===== src/rtl/revaluate_sequencer_if.sv =====
// Host and datapath handshake bundle for the revaluate sequencer.
// master: sequencer side (drives strobes/status); slave: host + datapath side.
interface revaluate_sequencer_if #(
    parameter int ROUND_W = 5
);
    logic               start;
    logic               abort;
    logic               dp_done;
    logic               dp_count;
    logic               dp_write;
    logic               dp_clear;
    logic               load_en;
    logic               load_sel;
    logic               busy;
    logic               done;
    logic               error;
    logic [ROUND_W-1:0] round;

    modport master (
        input  start, abort, dp_done,
        output dp_count, dp_write, dp_clear,
        output load_en, load_sel,
        output busy, done, error, round
    );

    modport slave (
        output start, abort, dp_done,
        input  dp_count, dp_write, dp_clear,
        input  load_en, load_sel,
        input  busy, done, error, round
    );
endinterface


===== src/rtl/revaluate_sequencer.sv =====
// Sequences NUM_ROUNDS full cell sweeps of the chi-revaluate datapath.
// Ports: clk, rst (async active-low), bus (master: start/abort/dp_done in; strobes/status out).
module revaluate_sequencer #(
    parameter int NUM_CELLS  = 1600,
    parameter int NUM_ROUNDS = 24,
    parameter int CNT_W      = 11,
    parameter int ROUND_W    = 5
) (
    input  logic clk,
    input  logic rst,
    revaluate_sequencer_if.master bus
);
    typedef enum logic [2:0] {
        IDLE,
        LOAD,
        RUN,
        COMMIT,
        FINISH,
        ERROR
    } state_t;

    localparam logic [CNT_W-1:0]   LAST_CELL  = CNT_W'(NUM_CELLS - 1);
    localparam logic [ROUND_W-1:0] LAST_ROUND = ROUND_W'(NUM_ROUNDS - 1);

    state_t             state_q;
    state_t             state_d;
    logic [CNT_W-1:0]   cnt_q;
    logic [CNT_W-1:0]   cnt_d;
    logic [ROUND_W-1:0] round_q;
    logic [ROUND_W-1:0] round_d;

    always_ff @(posedge clk or negedge rst) begin
        if (!rst) begin
            state_q <= IDLE;
            cnt_q   <= '0;
            round_q <= '0;
        end else begin
            state_q <= state_d;
            cnt_q   <= cnt_d;
            round_q <= round_d;
        end
    end

    always_comb begin
        state_d = state_q;
        cnt_d   = cnt_q;
        round_d = round_q;
        unique case (state_q)
            IDLE, ERROR: begin
                if (bus.start) begin
                    state_d = LOAD;
                    round_d = '0;
                end
            end
            LOAD: begin
                if (bus.abort) begin
                    state_d = IDLE;
                end else begin
                    cnt_d   = '0;
                    state_d = RUN;
                end
            end
            RUN: begin
                // abort wins over any dp_done verdict
                if (bus.abort) begin
                    state_d = IDLE;
                end else if (cnt_q == LAST_CELL) begin
                    cnt_d   = '0;
                    state_d = bus.dp_done ? COMMIT : ERROR;
                end else begin
                    cnt_d = cnt_q + 1'b1;
                    if (bus.dp_done) begin
                        state_d = ERROR;
                    end
                end
            end
            COMMIT: begin
                if (bus.abort) begin
                    state_d = IDLE;
                end else begin
                    cnt_d = '0;
                    if (round_q == LAST_ROUND) begin
                        state_d = FINISH;
                    end else begin
                        round_d = round_q + 1'b1;
                        state_d = RUN;
                    end
                end
            end
            FINISH: begin
                state_d = IDLE;
            end
            default: begin
                state_d = IDLE;
            end
        endcase
    end

    assign bus.dp_count = (state_q == RUN);
    assign bus.dp_write = (state_q == RUN);
    assign bus.dp_clear = (state_q == LOAD) || (state_q == COMMIT);
    assign bus.load_en  = (state_q == LOAD) || (state_q == COMMIT);
    assign bus.load_sel = (state_q == COMMIT);
    assign bus.busy     = (state_q == LOAD) || (state_q == RUN)
                       || (state_q == COMMIT);
    assign bus.done     = (state_q == FINISH);
    assign bus.error    = (state_q == ERROR);
    assign bus.round    = round_q;
endmodule


===== src/flat_wrapper.sv =====
// flat-port wrapper written by rule: the top's interface ports become plain ports
module revaluate_sequencer_flat 
#(
    parameter int NUM_CELLS  = 1600,
    parameter int NUM_ROUNDS = 24,
    parameter int CNT_W      = 11,
    parameter int ROUND_W    = 5
)
  (clk, rst, bus_start, bus_abort, bus_dp_done, bus_dp_count, bus_dp_write, bus_dp_clear, bus_load_en, bus_load_sel, bus_busy, bus_done, bus_error, bus_round);
  revaluate_sequencer_if #(.ROUND_W(ROUND_W)) bus_i ();
  input  logic clk;
  input  logic rst;
  input wire logic [$bits(bus_i.start)-1:0] bus_start;
  input wire logic [$bits(bus_i.abort)-1:0] bus_abort;
  input wire logic [$bits(bus_i.dp_done)-1:0] bus_dp_done;
  output wire logic [$bits(bus_i.dp_count)-1:0] bus_dp_count;
  output wire logic [$bits(bus_i.dp_write)-1:0] bus_dp_write;
  output wire logic [$bits(bus_i.dp_clear)-1:0] bus_dp_clear;
  output wire logic [$bits(bus_i.load_en)-1:0] bus_load_en;
  output wire logic [$bits(bus_i.load_sel)-1:0] bus_load_sel;
  output wire logic [$bits(bus_i.busy)-1:0] bus_busy;
  output wire logic [$bits(bus_i.done)-1:0] bus_done;
  output wire logic [$bits(bus_i.error)-1:0] bus_error;
  output wire logic [$bits(bus_i.round)-1:0] bus_round;
  assign bus_i.start = bus_start;
  assign bus_i.abort = bus_abort;
  assign bus_i.dp_done = bus_dp_done;
  assign bus_dp_count = bus_i.dp_count;
  assign bus_dp_write = bus_i.dp_write;
  assign bus_dp_clear = bus_i.dp_clear;
  assign bus_load_en = bus_i.load_en;
  assign bus_load_sel = bus_i.load_sel;
  assign bus_busy = bus_i.busy;
  assign bus_done = bus_i.done;
  assign bus_error = bus_i.error;
  assign bus_round = bus_i.round;
  revaluate_sequencer #(.NUM_CELLS(NUM_CELLS), .NUM_ROUNDS(NUM_ROUNDS), .CNT_W(CNT_W), .ROUND_W(ROUND_W)) u_core (.clk(clk), .rst(rst), .bus(bus_i));
endmodule

===== config.mk =====
export PLATFORM = sky130hd
export DESIGN_NAME = revaluate_sequencer_flat
export DESIGN_NICKNAME = d
export VERILOG_FILES = /design/src/rtl/revaluate_sequencer_if.sv /design/src/rtl/revaluate_sequencer.sv /design/src/flat_wrapper.sv
export SDC_FILE = /design/constraint.sdc
export NUM_CORES = 1
export LEC_CHECK = 0
export CELL_PAD_IN_SITES_DETAIL_PLACEMENT = 0
export CELL_PAD_IN_SITES_GLOBAL_PLACEMENT = 1
export CORE_UTILIZATION = 43
export DETAILED_ROUTE_END_ITERATION = 12
export PLACE_DENSITY_LB_ADDON = 0.1
export SETUP_SLACK_MARGIN = 0.02
export SYNTH_ARGS = -nofsm -noshare
export SYNTH_HDL_FRONTEND = slang
export SYNTH_SLANG_ARGS = --single-unit

===== constraint.sdc =====
create_clock -name clk -period 2.23 [get_ports clk]
set_input_delay 0.223 -clock clk [delete_from_list [all_inputs] [get_ports clk]]
set_output_delay 0.223 -clock clk [all_outputs]
set_load 0.01 [all_outputs]

======== After elaboration in Yosys (flattened, before gate mapping) ========
Cells that the tools add are included.
storage, ports and cells
  register bits after elaboration ......... 19
  input port bits ......................... 5
  output and inout bits ................... 13
  logic and storage cells ................. 46
cells by class
  $add $sub $neg .......................... 2
  equality and inequality tests ........... 13
  multiplexer cells ....................... 17
  reductions and logical operators ........ 11
operator list
  cell                                                  count
  two-way mux 11 bit                                    3
  case mux 11 bit (2 select lines)                      1
  two-way mux 3 bit                                     7
  two-way mux 5 bit                                     3
  case mux 3 bit (4 select lines)                       1
  adder 11 x 1 -> 11 bit (second input constant)        1
  equality test 11 bit (second input constant)          1
  != test 2 bit (second input constant)                 5
  case mux 5 bit (2 select lines)                       1
  equality test 3 x 2 -> 1 bit (second input constant)  2
  equality test 3 bit (second input constant)           2
  adder 5 x 1 -> 5 bit (second input constant)          1
  equality test 5 bit (second input constant)           1
  != test 4 x 3 -> 1 bit (second input constant)        1
  AND reduction 4 bit                                   1
  nonzero test 2 bit                                    2
  OR reduction 2 bit                                    2
  equality test 3 x 1 -> 1 bit (second input constant)  1
  zero test 3 bit                                       1
  logical OR 1 bit                                      3
  AND reduction 3 bit                                   1
  two-way mux 2 bit                                     1
  AND reduction 2 bit                                   1

======== Longest topological paths before layout ========
  word-level depth ........................ 4
  gate-level depth with buffers ........... 5
  gate-level depth less buffers ........... 5

======== Worst setup path after synthesis ========
Ideal clock, no wire load.
  path kind ............................... register -> output
  from .................................... register u_core.state_q[0]
  to ...................................... output bus_dp_write
  arrival ................................. 1.296 ns
  data required time ...................... 2.007 ns
  setup slack ............................. 0.711 ns
  cell stages (with the launch flop) ...... 5
  path buffers ............................ 3
  path through ............................ dfrtp_1 -> buf_2 -> buf_1 -> nor3_1 -> buf_4
between the ends
  word-level cells in the longest chain between the ends .. 1
RTL lines
  element                       line                       RTL
  start: declaration            revaluate_sequencer.sv:25  state_t state_q;
  start signal: assignment      revaluate_sequencer.sv:38  state_q <= state_d;
  equality test 3 x 2 -> 1 bit  n/a
  end: declaration              flat_wrapper.sv:17         output wire logic [$bits(bus_i.dp_write)-1:0] bus_dp_write;
No other way between the ends.

======== Worst setup path in the final report ========
  from .................................... register u_core.state_q[2]
  to ...................................... output bus_load_sel
between the ends
  word-level cells in the longest chain between the ends .. 1
RTL lines
  element                       line                        RTL
  equality test 3 x 2 -> 1 bit  revaluate_sequencer.sv:103  assign bus.load_sel = (state_q == COMMIT);
  end: declaration              flat_wrapper.sv:20          output wire logic [$bits(bus_i.load_sel)-1:0] bus_load_sel;
No other way between the ends.

==> impl_metrics.env <==
export IMPL_synth_fa_ha_area_share_pct=2.066
export IMPL_clock_sinks=19
export IMPL_hpwl_mm=1.978
export IMPL_power_density_mw_per_mm2=763.0
export IMPL_clkLatencyLatePin_ns=0.29
export IMPL_muxShareOfSynthArea_pct=0.8264
export IMPL_grt_first_pass_wirelength_mm=4.588
export IMPL_grt_usage_pct=21.05
export IMPL_setup_violations_final=0
export IMPL_endpoint_kind="output port"
export IMPL_hp_class="in2async"
export IMPL_grt_setup_unrepaired="no"
export IMPL_h_tree_depth=1
export IMPL_synth_edf_count=0
export IMPL_grt_overflow_total=0
export IMPL_post_route_period_util_pct=88.63
export IMPL_rows=18
export IMPL_drive_gt1_share_pct=12.42
export IMPL_wl_mm=2.691
export IMPL_netlist_area_mm2=0.001211
export IMPL_hold_violations=0
export IMPL_die_area_mm2=0.003033
export IMPL_ys_ff_latch=19
export IMPL_die_y_um=55.07
export IMPL_grt_max_degree=20
export IMPL_synth_top_flop_cell="dfrtp_1"
export IMPL_postCtsSetupBuffers=0
export IMPL_tritoncts="yes"
export IMPL_areaGrowthSynthToFinish_pct=19.21
export IMPL_grt_pass1_vias=1027
export IMPL_syn_inst=134
export IMPL_synth_largest_area_cell="dfrtp_1"
export IMPL_ff2ff_path_depth=4
export IMPL_outcome="finished clean"
export IMPL_routedWlPerCell_um=14.70
export IMPL_synth_cell_type_count=43
export IMPL_synth_xor_area_share_pct=5.062
export IMPL_drcViolationCount=0
export IMPL_cts_resized=0
export IMPL_synth_top_family_by_area="simple AND/OR/NAND/NOR gates"
export IMPL_gp_congestion=0.7666
export IMPL_synth_area_leaders="dfrtp_1 39%, nand2_1 4.0%, nor2_1 3.4%"
export IMPL_numCtsBuffers=3
export IMPL_ctsHoldBuffers=0
export IMPL_path_class="reg2out"
export IMPL_first_iter_violations=17
export IMPL_fmax_mhz=506.0
export IMPL_drv_cap=0
export IMPL_setup_tns_ns=0
export IMPL_yosysSeqAreaShare_pct=39.26
export IMPL_crit_fanout=4
export IMPL_skew_ns=0.001222
export IMPL_first_pass_iters=4
export IMPL_num_fill_cells=259
export IMPL_yosys_warnings=0
export IMPL_start_util_pct=47.17
export IMPL_synthSimpleGateAreaFrac_pct=33.37
export IMPL_place_area_mm2=0.001416
export IMPL_core_area_mm2=0.002567
export IMPL_worstSetupStartpointType="flip-flop"
export IMPL_port_buffers=17
export IMPL_cts_clk_slew_worst_paths_ns=0.11
export IMPL_syn_mean_instance_area_um2=9.039
export IMPL_vias_per_cell=5.760
export IMPL_fin_area_mm2=0.001444
export IMPL_nNetsFinal=161
export IMPL_synth_compound_area_share_pct=14.57
export IMPL_max_slew_margin_pct=67.68
export IMPL_maxSlewViolCount=0
export IMPL_cts_buffer_depth=2
export IMPL_tightest_slew_ns=0.4835
export IMPL_synth_nets=141
export IMPL_antenna_found_initial=0
export IMPL_cts_root_buf="clkbuf_4"
export IMPL_p_leak_nw=0.5874
export IMPL_async_flop_share_pct=100.0
export IMPL_cp_arrival_ns=1.75
export IMPL_io_pins=18
export IMPL_worst_ep_required_time_ns=2.01
export IMPL_via_count=1054
export IMPL_synthDominantCellAreaShare_pct=39.26
export IMPL_diodes=0
export IMPL_ant_nets=0
export IMPL_fin_crit_ns=1.976
export IMPL_worst_ir_drop_vdd_mv=0.4406
export IMPL_fp_dieW_um=55.07
-- power by group --
part,internal [mW],switching (mW),leakage [nW]
Combinational,0.192,0.232,0.317
Clock,0.0667,0.110,0.0177
Sequential,0.410,0.0900,0.253
Total,0.670,0.432,0.587
-- metrics by stage --
step	util [%]	total power, mW	setup slack [ns]	hold slack (ns)	instances
floorplan	-	0.7728	0.7108	-0.07259	134
global placement	55.17	0.9253	0.4430	0.5122	179
detailed placement	55.17	0.9337	0.4114	0.5202	179
CTS	56.24	1.116	0.2275	0.2550	183
global route	56.24	1.191	0.1315	0.2891	183
finish	56.24	1.102	0.2535	0.2552	183
-- layout by cell type (no fill, tap or decap), types with 2 or more instances in the layout --
cell type / count
xnor2_1: 4
nand4_1: 5
dfrtp_1: 19
nor3_1: 5
o21a_1: 2
o21ai_1: 4
clkdlybuf4s50_1: 17
clkbuf_4: 3
nand3_2: 2
nor4b_2: 2
inv_1: 5
nor2_1: 11
o211ai_1: 3
o21ai_0: 3
nor2b_1: 3
ha_1: 2
and3_1: 3
o31ai_1: 4
nand3_1: 3
or4_1: 2
a21oi_1: 6
xor2_1: 3
nand2_1: 13
buf_4: 5
o22ai_1: 2
nand3b_1: 2
or2_1: 2
and2_1: 3
-- layer usage --
layer	GRT usage, %	share of wire [%]	vias up
li1	-	-	520
met1	29.62	50	512
met2	33.94	46	18
met3	2.459	2.4	4
met4	5.417	0.89	0
met5	0	0	-
-- state kept, by name, indices dropped and copies added (netlist names) --
register / flops
u_core.cnt_q: 11
u_core.bus.round: 5
u_core.state_q: 3
-- logic make-up (layout without fill, tap and decap cells) --
family,Yosys count,after routing
compound gates,28,28
buf+inv,12,31
fa+ha+maj,2,2
mux,1,1
flops,19,19
xor+xnor,7,7
simple gates,65,65
-- worst max-delay path: stages (launching register included) --
cell and delay (ns):
dfrtp_1 0.40, nor2b_1 0.27, inv_1 0.14, nor2_1 0.11, clkdlybuf4s50_1 0.54
-- path summary, 6_finish.rpt --
kind,from,endpoint,slack (ns)
max,u_core.state_q[2],bus_load_sel,0.25
max in group asynchronous,rst,u_core.bus.round[1],1.77
max reg2reg,u_core.cnt_q[6],u_core.cnt_q[8],0.54
min reg2reg,u_core.cnt_q[0],u_core.cnt_q[0],0.53
min,rst,u_core.cnt_q[3],0.26
min in group clk,u_core.cnt_q[0],u_core.cnt_q[0],0.53
-- synthesized netlist by cell type (2+ instances only) --
| cell type | count |
|---|---|
| o21ai_1 | 4 |
| xor2_1 | 3 |
| o211ai_1 | 3 |
| o21a_1 | 2 |
| a21oi_1 | 6 |
| or2_1 | 2 |
| ha_1 | 2 |
| nor2b_1 | 3 |
| nand3_1 | 3 |
| dfrtp_1 | 19 |
| and3_1 | 3 |
| xnor2_1 | 4 |
| nor4b_2 | 2 |
| o21ai_0 | 3 |
| inv_1 | 5 |
| nand3b_1 | 2 |
| nand3_2 | 2 |
| or4_1 | 2 |
| o22ai_1 | 2 |
| nand4_1 | 5 |
| and2_1 | 3 |
| nand2_1 | 13 |
| nor2_1 | 11 |
| o31ai_1 | 4 |
| nor3_1 | 5 |
| buf_2 | 2 |
| buf_4 | 3 |
-- final cells by class --
class                      instances  area [um^2]  share of cell area [%]
inverter                           5        18.77                   1.300
timing repair buffer              22        207.7                   14.38
clock buffer                       3        22.52                   1.560
multi-input combinational        103        676.9                   46.88
clock inverter                     1        5.005                  0.3466
sequential                        19        475.5                   32.93
tap                               30        37.54                   2.600
(Power assumes the default switching activity.)
